## src/rtl/vga_timing_gen.sv

```systemverilog
// vga_timing_gen: parametrised VGA-style scan generator.
// Keeps a 12-bit horizontal/vertical position and derives syncs, active-area
// coordinates, videoActive and per-line/per-frame event pulses from it.
// Every output is registered from the position being entered, so in any
// cycle the outputs describe the position held in that same cycle.
// The position advances only on clk edges with ce=1; pulses are one clk wide
// regardless of ce, while level outputs hold whenever ce=0.
// Legal configuration: totals <= 4096, porch/sync >= 1,
// 1 <= PRE_LEAD <= min(H_ACTIVE, H_FP+H_SYNC+H_BP).
module vga_timing_gen #(
  parameter int H_ACTIVE  = 640,
  parameter int H_FP      = 16,
  parameter int H_SYNC    = 96,
  parameter int H_BP      = 48,
  parameter int V_ACTIVE  = 480,
  parameter int V_FP      = 10,
  parameter int V_SYNC    = 2,
  parameter int V_BP      = 33,
  parameter bit HSYNC_POL = 1'b0,
  parameter bit VSYNC_POL = 1'b0,
  parameter int CW        = 10,
  parameter int PRE_LEAD  = 1
) (
  input  logic          clk,
  input  logic          reset_n,
  input  logic          ce,
  output logic          hsync,
  output logic          vsync,
  output logic [CW-1:0] realx,
  output logic [CW-1:0] realy,
  output logic          videoActive,
  output logic          pre_xstart,
  output logic          pre_xend,
  output logic          line_start,
  output logic          frame_start,
  output logic [7:0]    frame_count
);

  localparam int H_TOTAL = H_ACTIVE + H_FP + H_SYNC + H_BP;
  localparam int V_TOTAL = V_ACTIVE + V_FP + V_SYNC + V_BP;

  // Boundaries as 12-bit constants so comparisons against the counters stay width-matched.
  localparam logic [11:0] H_LAST     = 12'(H_TOTAL - 1);
  localparam logic [11:0] V_LAST     = 12'(V_TOTAL - 1);
  localparam logic [11:0] H_ACT      = 12'(H_ACTIVE);
  localparam logic [11:0] V_ACT      = 12'(V_ACTIVE);
  localparam logic [11:0] H_SYNC_BEG = 12'(H_ACTIVE + H_FP);
  localparam logic [11:0] H_SYNC_END = 12'(H_ACTIVE + H_FP + H_SYNC);
  localparam logic [11:0] V_SYNC_BEG = 12'(V_ACTIVE + V_FP);
  localparam logic [11:0] V_SYNC_END = 12'(V_ACTIVE + V_FP + V_SYNC);
  localparam logic [11:0] H_PRE_XS   = 12'(H_TOTAL - PRE_LEAD);
  localparam logic [11:0] H_PRE_XE   = 12'(H_ACTIVE - PRE_LEAD);

  logic [11:0] r_hpos;
  logic [11:0] r_vpos;
  logic [11:0] w_hpos_nx;
  logic [11:0] w_vpos_nx;
  logic        w_h_wrap;

  logic          r_hsync;
  logic          r_vsync;
  logic [CW-1:0] r_realx;
  logic [CW-1:0] r_realy;
  logic          r_video_active;
  logic          r_pre_xstart;
  logic          r_pre_xend;
  logic          r_line_start;
  logic          r_frame_start;
  logic [7:0]    r_frame_count;

  // Position that the next ce edge enters; outputs are derived from it so they line up with the counters.
  always_comb begin
    w_h_wrap  = (r_hpos == H_LAST);
    w_hpos_nx = w_h_wrap ? 12'd0 : (r_hpos + 12'd1);
    w_vpos_nx = r_vpos;
    if (w_h_wrap) begin
      w_vpos_nx = (r_vpos == V_LAST) ? 12'd0 : (r_vpos + 12'd1);
    end
  end

  // Position counters; reset parks on the last pixel so the first ce enters (0,0).
  always_ff @(posedge clk or negedge reset_n) begin
    if (!reset_n) begin
      r_hpos <= H_LAST;
      r_vpos <= V_LAST;
    end else if (ce) begin
      r_hpos <= w_hpos_nx;
      r_vpos <= w_vpos_nx;
    end
  end

  // Level outputs: recomputed only when the position moves, so they hold through ce=0.
  always_ff @(posedge clk or negedge reset_n) begin
    if (!reset_n) begin
      r_hsync        <= ~HSYNC_POL;
      r_vsync        <= ~VSYNC_POL;
      r_realx        <= '0;
      r_realy        <= '0;
      r_video_active <= 1'b0;
    end else if (ce) begin
      r_hsync        <= (w_hpos_nx >= H_SYNC_BEG && w_hpos_nx < H_SYNC_END) ? HSYNC_POL : ~HSYNC_POL;
      r_vsync        <= (w_vpos_nx >= V_SYNC_BEG && w_vpos_nx < V_SYNC_END) ? VSYNC_POL : ~VSYNC_POL;
      r_realx        <= (w_hpos_nx < H_ACT) ? CW'(w_hpos_nx) : '0;
      r_realy        <= (w_vpos_nx < V_ACT) ? CW'(w_vpos_nx) : '0;
      r_video_active <= (w_hpos_nx < H_ACT) && (w_vpos_nx < V_ACT);
    end
  end

  // Event pulses: set by the ce edge entering the trigger position, cleared on every other clk.
  always_ff @(posedge clk or negedge reset_n) begin
    if (!reset_n) begin
      r_line_start  <= 1'b0;
      r_frame_start <= 1'b0;
      r_pre_xstart  <= 1'b0;
      r_pre_xend    <= 1'b0;
      r_frame_count <= 8'd0;
    end else begin
      r_line_start  <= ce && (w_hpos_nx == 12'd0);
      r_frame_start <= ce && (w_hpos_nx == 12'd0) && (w_vpos_nx == 12'd0);
      r_pre_xstart  <= ce && (w_hpos_nx == H_PRE_XS);
      r_pre_xend    <= ce && (w_hpos_nx == H_PRE_XE);
      if (ce && (w_hpos_nx == 12'd0) && (w_vpos_nx == 12'd0)) begin
        r_frame_count <= r_frame_count + 8'd1;
      end
    end
  end

  assign hsync       = r_hsync;
  assign vsync       = r_vsync;
  assign realx       = r_realx;
  assign realy       = r_realy;
  assign videoActive = r_video_active;
  assign pre_xstart  = r_pre_xstart;
  assign pre_xend    = r_pre_xend;
  assign line_start  = r_line_start;
  assign frame_start = r_frame_start;
  assign frame_count = r_frame_count;

endmodule
```

## config.mk

```make
export PLATFORM = sky130hd
export DESIGN_NAME = vga_timing_gen
export DESIGN_NICKNAME = d
export VERILOG_FILES = /design/src/rtl/vga_timing_gen.sv
export SDC_FILE = /design/constraint.sdc
export NUM_CORES = 1
export LEC_CHECK = 0
export CAP_MARGIN = 10
export CORE_ASPECT_RATIO = 0.9
export CORE_MARGIN = 2
export CORE_UTILIZATION = 60
export DETAILED_ROUTE_END_ITERATION = 12
export DONT_BUFFER_PORTS = 1
export GPL_ROUTABILITY_DRIVEN = 0
export HOLD_SLACK_MARGIN = 0.1
export PLACE_DENSITY = 0.76
export SLEW_MARGIN = 20
export SYNTH_ARGS = -nofsm -noshare
export SYNTH_HDL_FRONTEND = slang
export SYNTH_SLANG_ARGS = --single-unit
export TNS_END_PERCENT = 10
```

## constraint.sdc

```tcl
create_clock -name clk -period 4.29 [get_ports clk]
set_input_delay 0.6435 -clock clk [delete_from_list [all_inputs] [get_ports clk]]
set_output_delay 0.6435 -clock clk [all_outputs]
set_load 0.01 [all_outputs]
```

==> impl_metrics.yaml <==
run_status:
  status: "finished, final reports clean"
cells_and_area:
  layout-drive-gt1-share_pct: 13.6
  final_cell_mix: "dfrtp_1 (47), nand2_1 (41), xnor2_1 (27)"
  area_growth_pct: 6.48
  final_common_cell: "dfrtp_1"
  antenna_cells: 0
  stdcell_count: 421
  num-nets-final: 358
logic_synthesis:
  postSynth.asyncResetShare_pct: 100
  synth_cell_type_count: 57
  seq_area_frac_synth_pct: 44.6
  netlist_instances: 360
  synth_fp_nets: 369
  synth_edf_count: 0
  yosys_warnings: 0
  yosys_most_used_dff: "dfrtp_1"
  ys_ff_latch: 59
  synthesis.area_um2: 3340
  avgSynthCellArea_um2: 9.28
flow_run:
  cap_violations: 0
clock_network:
  post_cts_buffers: 0
  ctsHoldBuffers: 1
  insertion_delay_ns: 0.34
  clkSinkCount: 59
  cts_tree: "built"
  cts_max_level: 3
  post_cts_resized: 0
  clockBufferDepth: 2
  clk_pin_slew_ns: 0.07
  cts-buffers-inserted: 9
  cts_root_buf: "clkbuf_8"
global_routing:
  grt_overflow: 0
  grt_pass1_wl_um: 11700
  grt_pass1_vias: 2408
  grt_max_degree: 68
  track_usage_pct: 25.1
  antenna_found_initial: 0
critical_path:
  cp-start-kind: "flop"
  crit_required_ns: 4.55
  r2r_cells: 10
  crit_arrival_ns: 3.63
  r2r_start: "r_hpos[1]$_DFFE_PN1P_"
  timing.rr.end: "frame_count[7]$_DFFE_PN0P_"
  cp-end-kind: "flop"
  worst-path-max-fanout: 18
  regToRegSetupSlack_ns: 0.93
  path_class: "flop to flop"
floorplanning:
  initial_core_util_pct: 62.8
  io_pins: 38
  core_um2: 5320
  fp.dieH_um: 74.8
  die-area_um2: 6180
  row_count: 25
  fp.dieW_um: 82.7
detailed_routing:
  via_count: 2621
  drc_errors: 0
  drt-total-wl_um: 7190
  wl_per_cell_um: 17.1
  firstDrtPassIters: 4
  viasPerCell: 6.23
  drt_iter0_drc: 235
  antenna_left: 0
power_and_ir_drop:
  swShare_pct: 30.4
  worst_ir_drop_vdd_mv: 0.307
  p_int_w: 0.00107
  power_density_nw_per_um2: 433
  power_frac_comb_pct: 15.1
  pwr-share-seq_pct: 48.1
  p_leak_nw: 1.45
  switchingPower_w: 0.000468
  pwr-share-clk_pct: 36.8
sta:
  rsz0062_at_grt: "false"
  period_share_pct: 78.4
  fin_worst_skew_ns: 0.0100
  drv_slew: 0
  layout_min_cycle_time_ns: 3.36
  tightest_slew_ns: 0.575
  setup_viol_count_final: 0
  hold_violations: 0
  clock.fmax_mhz: 297
  setup-tns-final_ns: 0
  max_slew_margin_pct: 61.4
place:
  placed_cells: 404
  port_buffers: 0
  hpwlAfterDp_um: 4780
min_path:
  holdCritPathClass: "input pin to asynchronous set/reset pin"
==> state kept, by name (all words and copies together), names as in the netlist <==
name         cells
vsync            1
frame_count      8
realy           10
r_vpos          12
videoActive      1
r_hpos          12
hsync            1
pre_xstart       1
pre_xend         1
line_start       1
frame_start      1
realx           10
==> cells in the mapped netlist (6+ instances only) <==
library cell / count / area [um^2]
inv_1: 26 / 97.6
a21oi_1: 7 / 35.0
o21ai_0: 14 / 70.1
dfrtp_1: 47 / 1180
dfstp_2: 12 / 315
nand4_1: 14 / 87.6
nor2b_1: 6 / 37.5
xor2_1: 7 / 61.3
xnor2_1: 27 / 236
nand2_1: 41 / 154
nand3_1: 17 / 85.1
ha_1: 6 / 75.1
nor2_1: 21 / 78.8
o22ai_1: 18 / 113
clkbuf_1: 12 / 45.0
nor3_1: 7 / 35.0
and3_1: 7 / 43.8
==> critical path, stage by stage, from the launching register on <==
cell	delay [ns]
dfstp_2	0.60
ha_1	0.27
nand4_1	0.25
nor4_4	0.37
buf_4	0.28
o21ai_1	0.09
a22oi_1	0.31
nand3_1	0.15
or4_4	0.57
nor3_2	0.21
xor2_1	0.16
==> power by group through the flow <==
stage | logic, W | registers, W | clock network, W
detailed placement | 0.000213 | 0.000749 | 0
CTS | 0.000230 | 0.000740 | 0.000572
global route | 0.000257 | 0.000753 | 0.000597
finish | 0.000233 | 0.000741 | 0.000566
global placement | 0.000211 | 0.000743 | 0
floorplan | 0.000214 | 0.000701 | 0
==> area by class of cell <==
| cell class | count | area (um^2) |
|---|---|---|
| clock buffer | 11 | 141 |
| clock inverter | 5 | 77.6 |
| fill | 415 | 1760 |
| inverter | 27 | 101 |
| multi-input combinational | 249 | 1620 |
| sequential | 59 | 1490 |
| tap | 67 | 83.8 |
| timing repair buffer | 3 | 42.5 |
==> metrics by stage <==
| step | hold WS [ns] | cell area [um^2] | worst slack (ns) | total power (W) | util [%] |
|---|---|---|---|---|---|
| 3_3_place_gp | 0.349 | 3310 | 1.06 | 0.000954 | 62.3 |
| 2_1_floorplan | 0.348 | 3340 | 1.29 | 0.000915 | - |
| 3_5_place_dp | 0.349 | 3310 | 0.987 | 0.000963 | 62.3 |
| 4_1_cts | 0.130 | 3560 | 0.971 | 0.00154 | 66.9 |
| 6_report | 0.141 | 3560 | 0.927 | 0.00154 | 66.9 |
| 5_1_grt | 0.118 | 3560 | 0.656 | 0.00161 | 66.9 |
==> logic make-up after synthesis <==
family	Yosys count	synth area share (%)
simple gates	145	25.1
xor+xnor	34	8.91
flops	59	44.6
mux	1	0.300
compound gates	63	11.9
buf+inv	52	6.89
fa+ha+maj	6	2.25
==> layer usage <==
| layer | up-vias | global-route usage (%) | share of wire (%) |
|---|---|---|---|
| met5 | - | 0 | 0 |
| met4 | 0 | 8.01 | 1.6 |
| met3 | 15 | 7.91 | 8.5 |
| met2 | 109 | 36.7 | 44 |
| met1 | 1249 | 35.8 | 46 |
| li1 | 1248 | - | - |
==> worst max path at each step <==
stage                           from                         end  slack (ns)  depth (start not counted)
3_5_place_dp   r_hpos[1]$_DFFE_PN1P_  frame_count[5]$_DFFE_PN0P_        0.99                         10
4_1_cts        r_hpos[1]$_DFFE_PN1P_  frame_count[5]$_DFFE_PN0P_        0.97                         10
5_1_grt        r_hpos[1]$_DFFE_PN1P_  frame_count[4]$_DFFE_PN0P_        0.66                         10
6_report       r_hpos[1]$_DFFE_PN1P_  frame_count[7]$_DFFE_PN0P_        0.93                         10
3_3_place_gp   r_hpos[1]$_DFFE_PN1P_        realy[7]$_DFFE_PN0P_        1.06                          9
2_1_floorplan  r_vpos[0]$_DFFE_PN0P_  frame_count[7]$_DFFE_PN0P_        1.29                         12
Note: power is estimated with default switching activity, not from simulation.
